### config.mk
export PLATFORM = sky130hd
export DESIGN_NAME = hub_fifo_bank
export DESIGN_NICKNAME = d
export VERILOG_FILES = /design/src/rtl/hub_pkg.sv /design/src/rtl/hub_fifo_channel.sv /design/src/rtl/hub_fifo_bank.sv
export SDC_FILE = /design/constraint.sdc
export NUM_CORES = 1
export LEC_CHECK = 0
export CORE_ASPECT_RATIO = 1.1
export CORE_MARGIN = 5
export CORE_UTILIZATION = 50
export CTS_CLUSTER_SIZE = 16
export DETAILED_ROUTE_END_ITERATION = 8
export PLACE_DENSITY = 0.67
export SLEW_MARGIN = 5
export SYNTH_ARGS = -nofsm -noshare
export SYNTH_HDL_FRONTEND = slang
export SYNTH_SLANG_ARGS = --single-unit
### constraint.sdc
create_clock -name clk -period 10.3 [get_ports clk]
set_input_delay 1.03 -clock clk [delete_from_list [all_inputs] [get_ports clk]]
set_output_delay 1.03 -clock clk [all_outputs]
set_load 0.01 [all_outputs]
### src/rtl/hub_pkg.sv
// Shared definitions for the hub: default message width, counter sizing
// and helpers for addressing per-channel slices of packed vectors.
package hub_pkg;

  localparam int DEFAULT_HUB_FIFO_WIDTH = 32;

  // Pointer/occupancy width: one extra bit so that a full FIFO holds DEPTH
  // entries and full can be told apart from empty.
  function automatic int cnt_w(input int depth);
    return $clog2(depth) + 1;
  endfunction

  // True when depth is a power of two and at least two.
  function automatic bit is_pow2_ge2(input int depth);
    return (depth >= 2) && ((depth & (depth - 1)) == 0);
  endfunction

  // Low bit index of channel idx inside a packed vector of width-bit slices;
  // use as vec[slice_lo(idx, width) +: width].
  function automatic int slice_lo(input int idx, input int width);
    return idx * width;
  endfunction

endpackage

### src/rtl/hub_fifo_channel.sv
// One first-word-fall-through FIFO: register storage read combinationally at
// the read pointer, wrap-bit pointers for full/empty, occupancy count and a
// sticky flag recording any push attempted while full.
module hub_fifo_channel
  import hub_pkg::*;
#(
  parameter int WIDTH = DEFAULT_HUB_FIFO_WIDTH,
  parameter int DEPTH = 16
) (
  input  logic                    clk,
  input  logic                    reset_n,
  input  logic [WIDTH-1:0]        push_data,
  input  logic                    push_valid,
  output logic                    push_ready,
  output logic [WIDTH-1:0]        pop_data,
  output logic                    pop_valid,
  input  logic                    pop_ready,
  output logic [cnt_w(DEPTH)-1:0] occupancy,
  output logic                    overflow_sticky
);

  localparam int CNT_W  = cnt_w(DEPTH);
  localparam int ADDR_W = CNT_W - 1;

  logic [WIDTH-1:0] mem_q [DEPTH];
  logic [CNT_W-1:0] wr_ptr_q, wr_ptr_d;
  logic [CNT_W-1:0] rd_ptr_q, rd_ptr_d;
  logic             overflow_q, overflow_d;
  logic             full, empty, push, pop;

  // Flags come only from the pointer registers, so no input reaches them
  // combinationally. Full means the pointers are a whole lap apart.
  assign empty = (wr_ptr_q == rd_ptr_q);
  assign full  = (wr_ptr_q[CNT_W-1] != rd_ptr_q[CNT_W-1]) &&
                 (wr_ptr_q[ADDR_W-1:0] == rd_ptr_q[ADDR_W-1:0]);

  // A push needs space before the edge, so a pop on a full FIFO cannot make
  // room for a push in the same cycle; a pop on an empty FIFO is ignored.
  assign push = push_valid && !full;
  assign pop  = pop_ready && !empty;

  // Next pointer and sticky-overflow values.
  always_comb begin
    wr_ptr_d   = wr_ptr_q;
    rd_ptr_d   = rd_ptr_q;
    overflow_d = overflow_q;
    if (push) begin
      wr_ptr_d = wr_ptr_q + CNT_W'(1);
    end
    if (pop) begin
      rd_ptr_d = rd_ptr_q + CNT_W'(1);
    end
    if (push_valid && full) begin
      overflow_d = 1'b1;
    end
  end

  // Pointer and flag registers; reset discards contents immediately.
  always_ff @(posedge clk or negedge reset_n) begin
    if (!reset_n) begin
      wr_ptr_q   <= '0;
      rd_ptr_q   <= '0;
      overflow_q <= 1'b0;
    end else begin
      wr_ptr_q   <= wr_ptr_d;
      rd_ptr_q   <= rd_ptr_d;
      overflow_q <= overflow_d;
    end
  end

  // Storage is deliberately not reset; its content only matters once valid.
  always_ff @(posedge clk) begin
    if (push) begin
      mem_q[wr_ptr_q[ADDR_W-1:0]] <= push_data;
    end
  end

  assign pop_data        = mem_q[rd_ptr_q[ADDR_W-1:0]];
  assign pop_valid       = !empty;
  assign push_ready      = !full;
  assign occupancy       = wr_ptr_q - rd_ptr_q;
  assign overflow_sticky = overflow_q;

endmodule

### src/rtl/hub_fifo_bank.sv
// Bank of independent FWFT FIFOs, one per hub source channel, feeding the
// hub's priority mux through packed data/valid/ready vectors.
module hub_fifo_bank
  import hub_pkg::*;
#(
  parameter int HUB_FIFO_WIDTH  = DEFAULT_HUB_FIFO_WIDTH,
  parameter int TRUE_FIFO_COUNT = 3,
  parameter int FIFO_DEPTH      = 16
) (
  input  logic                                           clk,
  input  logic                                           reset_n,
  input  logic [TRUE_FIFO_COUNT*HUB_FIFO_WIDTH-1:0]      in_data_vector,
  input  logic [TRUE_FIFO_COUNT-1:0]                     in_valid_vector,
  output logic [TRUE_FIFO_COUNT-1:0]                     in_ready_vector,
  output logic [TRUE_FIFO_COUNT*HUB_FIFO_WIDTH-1:0]      combined_fifo_out_data_vector,
  output logic [TRUE_FIFO_COUNT-1:0]                     combined_fifo_out_valid_vector,
  input  logic [TRUE_FIFO_COUNT-1:0]                     combined_fifo_out_ready_vector,
  output logic [TRUE_FIFO_COUNT*cnt_w(FIFO_DEPTH)-1:0]   occupancy_vector,
  output logic [TRUE_FIFO_COUNT-1:0]                     overflow_sticky
);

  localparam int CNT_W = cnt_w(FIFO_DEPTH);

  // Reject depths the wrap-bit pointer scheme cannot represent.
  if (!is_pow2_ge2(FIFO_DEPTH)) begin : g_bad_depth
    $fatal(1, "hub_fifo_bank: FIFO_DEPTH must be a power of two and >= 2");
  end
  if (TRUE_FIFO_COUNT < 1) begin : g_bad_count
    $fatal(1, "hub_fifo_bank: TRUE_FIFO_COUNT must be >= 1");
  end

  // One FIFO per channel, each wired to its own slice of the packed vectors.
  for (genvar i = 0; i < TRUE_FIFO_COUNT; i++) begin : g_chan
    hub_fifo_channel #(
      .WIDTH (HUB_FIFO_WIDTH),
      .DEPTH (FIFO_DEPTH)
    ) u_chan (
      .clk             (clk),
      .reset_n         (reset_n),
      .push_data       (in_data_vector[slice_lo(i, HUB_FIFO_WIDTH) +: HUB_FIFO_WIDTH]),
      .push_valid      (in_valid_vector[i]),
      .push_ready      (in_ready_vector[i]),
      .pop_data        (combined_fifo_out_data_vector[slice_lo(i, HUB_FIFO_WIDTH) +: HUB_FIFO_WIDTH]),
      .pop_valid       (combined_fifo_out_valid_vector[i]),
      .pop_ready       (combined_fifo_out_ready_vector[i]),
      .occupancy       (occupancy_vector[slice_lo(i, CNT_W) +: CNT_W]),
      .overflow_sticky (overflow_sticky[i])
    );
  end

endmodule

==> results.py <==
metrics = {
    "route": {
        "vias_per_cell": 6.04,
        "ant_nets": 0,
        "wire_per_inst_um": 28.3,
        "vias": 29500,
        "finalWirelength_um": 138000,
        "dr.pass1.iters": 5,
        "drc": 0,
        "drt_iter0_drc": 3095,
    },
    "logic_synthesis": {
        "syn_area_um2": 60900,
        "synth_cell_type_count": 38,
        "yosys.area.top_type_share_pct": 75.8,
        "avgSynthCellArea_um2": 21.5,
        "netlist_instances": 2825,
        "synth-seq-area-share_pct": 77.1,
        "yosysTopAreaCell": "edfxtp_1",
        "ys_ff_latch": 1569,
        "synth_fp_nets": 2959,
        "synth_area_leaders": "edfxtp_1 76%, mux4_2 11%, mux2i_1 4.7%",
        "synth_warnings": 0,
    },
    "status": {
        "status": "completed",
    },
    "setup_path": {
        "worstSetupPathType": "register to output pin",
        "worstSetupStartpointType": "register",
        "cpMaxStageDelayCell": "dfrtp_4",
        "r2r-start": "g_chan[0].u_chan.rd_ptr_q[1]$_DFFE_PN0P_",
        "path_max_fanout": 137,
        "cp_cell_sequence": "buf_12 > inv_1 > fa_1 > a21o_1 > a21oi_1 > xnor2_1 > clkdlybuf4s50_1",
        "r2r_setup_slack_ns": 5.67,
        "crit_arrival_ns": 4.23,
        "cp-end-kind": "output pin",
        "rr_worst_depth": 8,
        "cp_slowest_stage_delay_ns": 0.71,
        "startpoint": "g_chan[0].u_chan.rd_ptr_q[1]$_DFFE_PN0P_",
        "r2r_end": "g_chan[0].u_chan.mem_q[13][25]$_DFFE_PP_",
        "required_ns": 9.27,
    },
    "global_route": {
        "grt_pass1_vias": 30500,
        "grt_max_degree": 138,
        "grt_overflow": 0,
        "grtUsageTotal_pct": 21.4,
        "grt_antenna_before_repair": 15,
        "grt_pass1_wl_um": 203000,
    },
    "layout": {
        "syn_to_final_growth_pct": 15.1,
        "utilization_pct": 57.8,
        "drive_gt1_share_pct": 20.2,
        "nets": 3247,
        "final_cell_mix": "1,536 x edfxtp_1, 288 x mux2i_1, 288 x mux4_2",
        "layout_commonest_cell": "edfxtp_1",
    },
    "clocking": {
        "cts_max_level": 4,
        "cts.path.max_buffers": 3,
        "cts_tree": "done",
        "cts_setup_buffers": 0,
        "clk_latency_ns": 0.75,
        "cts-buffers-inserted": 152,
        "clk_pin_slew_ns": 0.06,
        "cts_resized": 0,
        "cts_root_buf": "clkbuf_16",
        "cts-hold-fix-buffers": 0,
        "clkSinkCount": 1569,
    },
    "placement": {
        "io_buffers": 223,
        "pre_cts_ws_ns": 5.82,
        "hpwl_um": 71900,
        "routabilityCongestion": 0.784,
    },
    "power": {
        "ir_worst_vdd_mv": 0.341,
        "p_leak_nw": 22.7,
        "power_density_nw_per_um2": 289,
    },
    "floorplanning": {
        "die_w_um": 343,
        "start_util_pct": 50.2,
        "rows": 134,
        "chipHeight_um": 376,
        "core_um2": 121000,
        "io_pins": 224,
        "dieArea_um2": 129000,
    },
    "timing": {
        "period_share_pct": 51.1,
        "rsz0062_at_grt": "no",
        "whs_ns": 0.416,
        "drv_slew": 0,
        "finClkSkew_ns": 0.0189,
        "hold_viol": 0,
        "period_needed_ns": 5.26,
        "layout_setup_ws_ns": 5.04,
        "setup-violations-final": 0,
        "tightest_slew_ns": 1.20,
        "fin_setup_tns_ns": 0,
        "relSlewSlack_pct": 20.3,
        "fmax_ghz": 0.190,
    },
    "hold_path": {
        "hp-class": "primary input to asynchronous set/reset pin",
    },
    "run": {
        "drv_cap": 0,
    },
}
-- metal layers --
| layer | part of all wire, % | vias up | track usage [%] | routed length, µm |
|---|---|---|---|---|
| li1 | - | 12500 | - | - |
| met1 | 40 | 15600 | 29.2 | 55200 |
| met2 | 51 | 1132 | 36.0 | 70400 |
| met3 | 7.1 | 197 | 4.09 | 9800 |
| met4 | 2.0 | 10 | 5.36 | 2750 |
| met5 | 0.051 | - | 0 | 70 |
-- synth_stat cells --
cell and number:
xor2_1 8, nor2_1 22, nand2_1 20, nand2b_1 2, o21a_1 2, nor3_1 5, buf_6 21, mux4_2 288
nand3_1 4, nor4_1 4, xnor2_2 2, mux2i_1 288, a32oi_1 96, o21ai_1 98, a21boi_2 1, dfrtp_1 33
buf_2 66, edfxtp_1 1536, nor2b_1 3, a22oi_1 96, ha_1 27, a31o_2 1, and2_1 11, a21o_1 8
and3_1 12, a21boi_1 3, o21ai_0 6, nand4_1 10, fa_1 3, and4_1 7, xnor2_1 27, clkbuf_1 60
nor3b_1 1, buf_1 1, buf_4 18, inv_2 3, inv_1 26, a21oi_1 6
-- where the power goes --
group	switching (mW)	internal, mW	leakage, nW
sequential	0.394	7.72	14.3
combinational	3.62	3.00	5.98
clock	2.32	3.22	2.42
-- sequential cells by signal, indices dropped and copies added, names as in the netlist --
| register | flops |
|---|---|
| g_chan.u_chan.rd_ptr_q | 15 |
| g_chan.u_chan.wr_ptr_q | 15 |
| g_chan.u_chan.overflow_sticky | 3 |
| g_chan.u_chan.mem_q | 1536 |
-- worst max path at each step --
stage                                         endpoint  cells after the start
2_1_floorplan   g_chan[2].u_chan.mem_q[1][0]$_DFFE_PP_                      8
3_3_place_gp         combined_fifo_out_data_vector[36]                      6
3_5_place_dp   g_chan[0].u_chan.mem_q[4][23]$_DFFE_PP_                      8
4_1_cts              combined_fifo_out_data_vector[77]                      5
5_1_grt              combined_fifo_out_data_vector[43]                      6
6_report                           occupancy_vector[4]                      7
-- critical path, delay by kind of cell, from the launching register on --
kind            cells  cell delay [ns]
fa+ha+maj           1             0.51
compound gates      2             0.35
xor+xnor            1             0.14
flops               1             0.71
buf+inv             3             1.31
-- stage by stage --
stage | area (µm²) | cells | total power [mW]
floorplan | 60900 | 2825 | 12.2
global placement | 65000 | 4591 | 14.8
detailed placement | 65000 | 4591 | 14.9
CTS | 70000 | 4867 | 20.4
global route | 70000 | 4871 | 21.1
finish | 70000 | 4879 | 20.3
-- layout make-up --
cell class	instances	area [µm²]
fill	8647	51200
sequential	1569	47000
multi-input combinational	1061	13100
clock buffer	179	3970
timing repair buffer	300	2830
tap	1632	2040
clock inverter	97	1010
inverter	29	109
antenna	12	30.0
-- cells by family (layout without fill, tap and decap cells) --
group                    count (synthesis)  count (layout)  share of synthesized area (%)
buffers and inverters                  195             605                           1.71
adder cells (fa/ha/maj)                 30              30                          0.654
XOR/XNOR                                37              37                          0.557
multiplexers                           576             576                           15.4
AO/OA/AOI/OAI                          317             317                           3.66
AND/OR/NAND/NOR                        101             101                          0.878
flip-flops                            1569            1569                           77.1
other                                    0              12                              0
No activity file was read; power rests on OpenSTA's default activity.
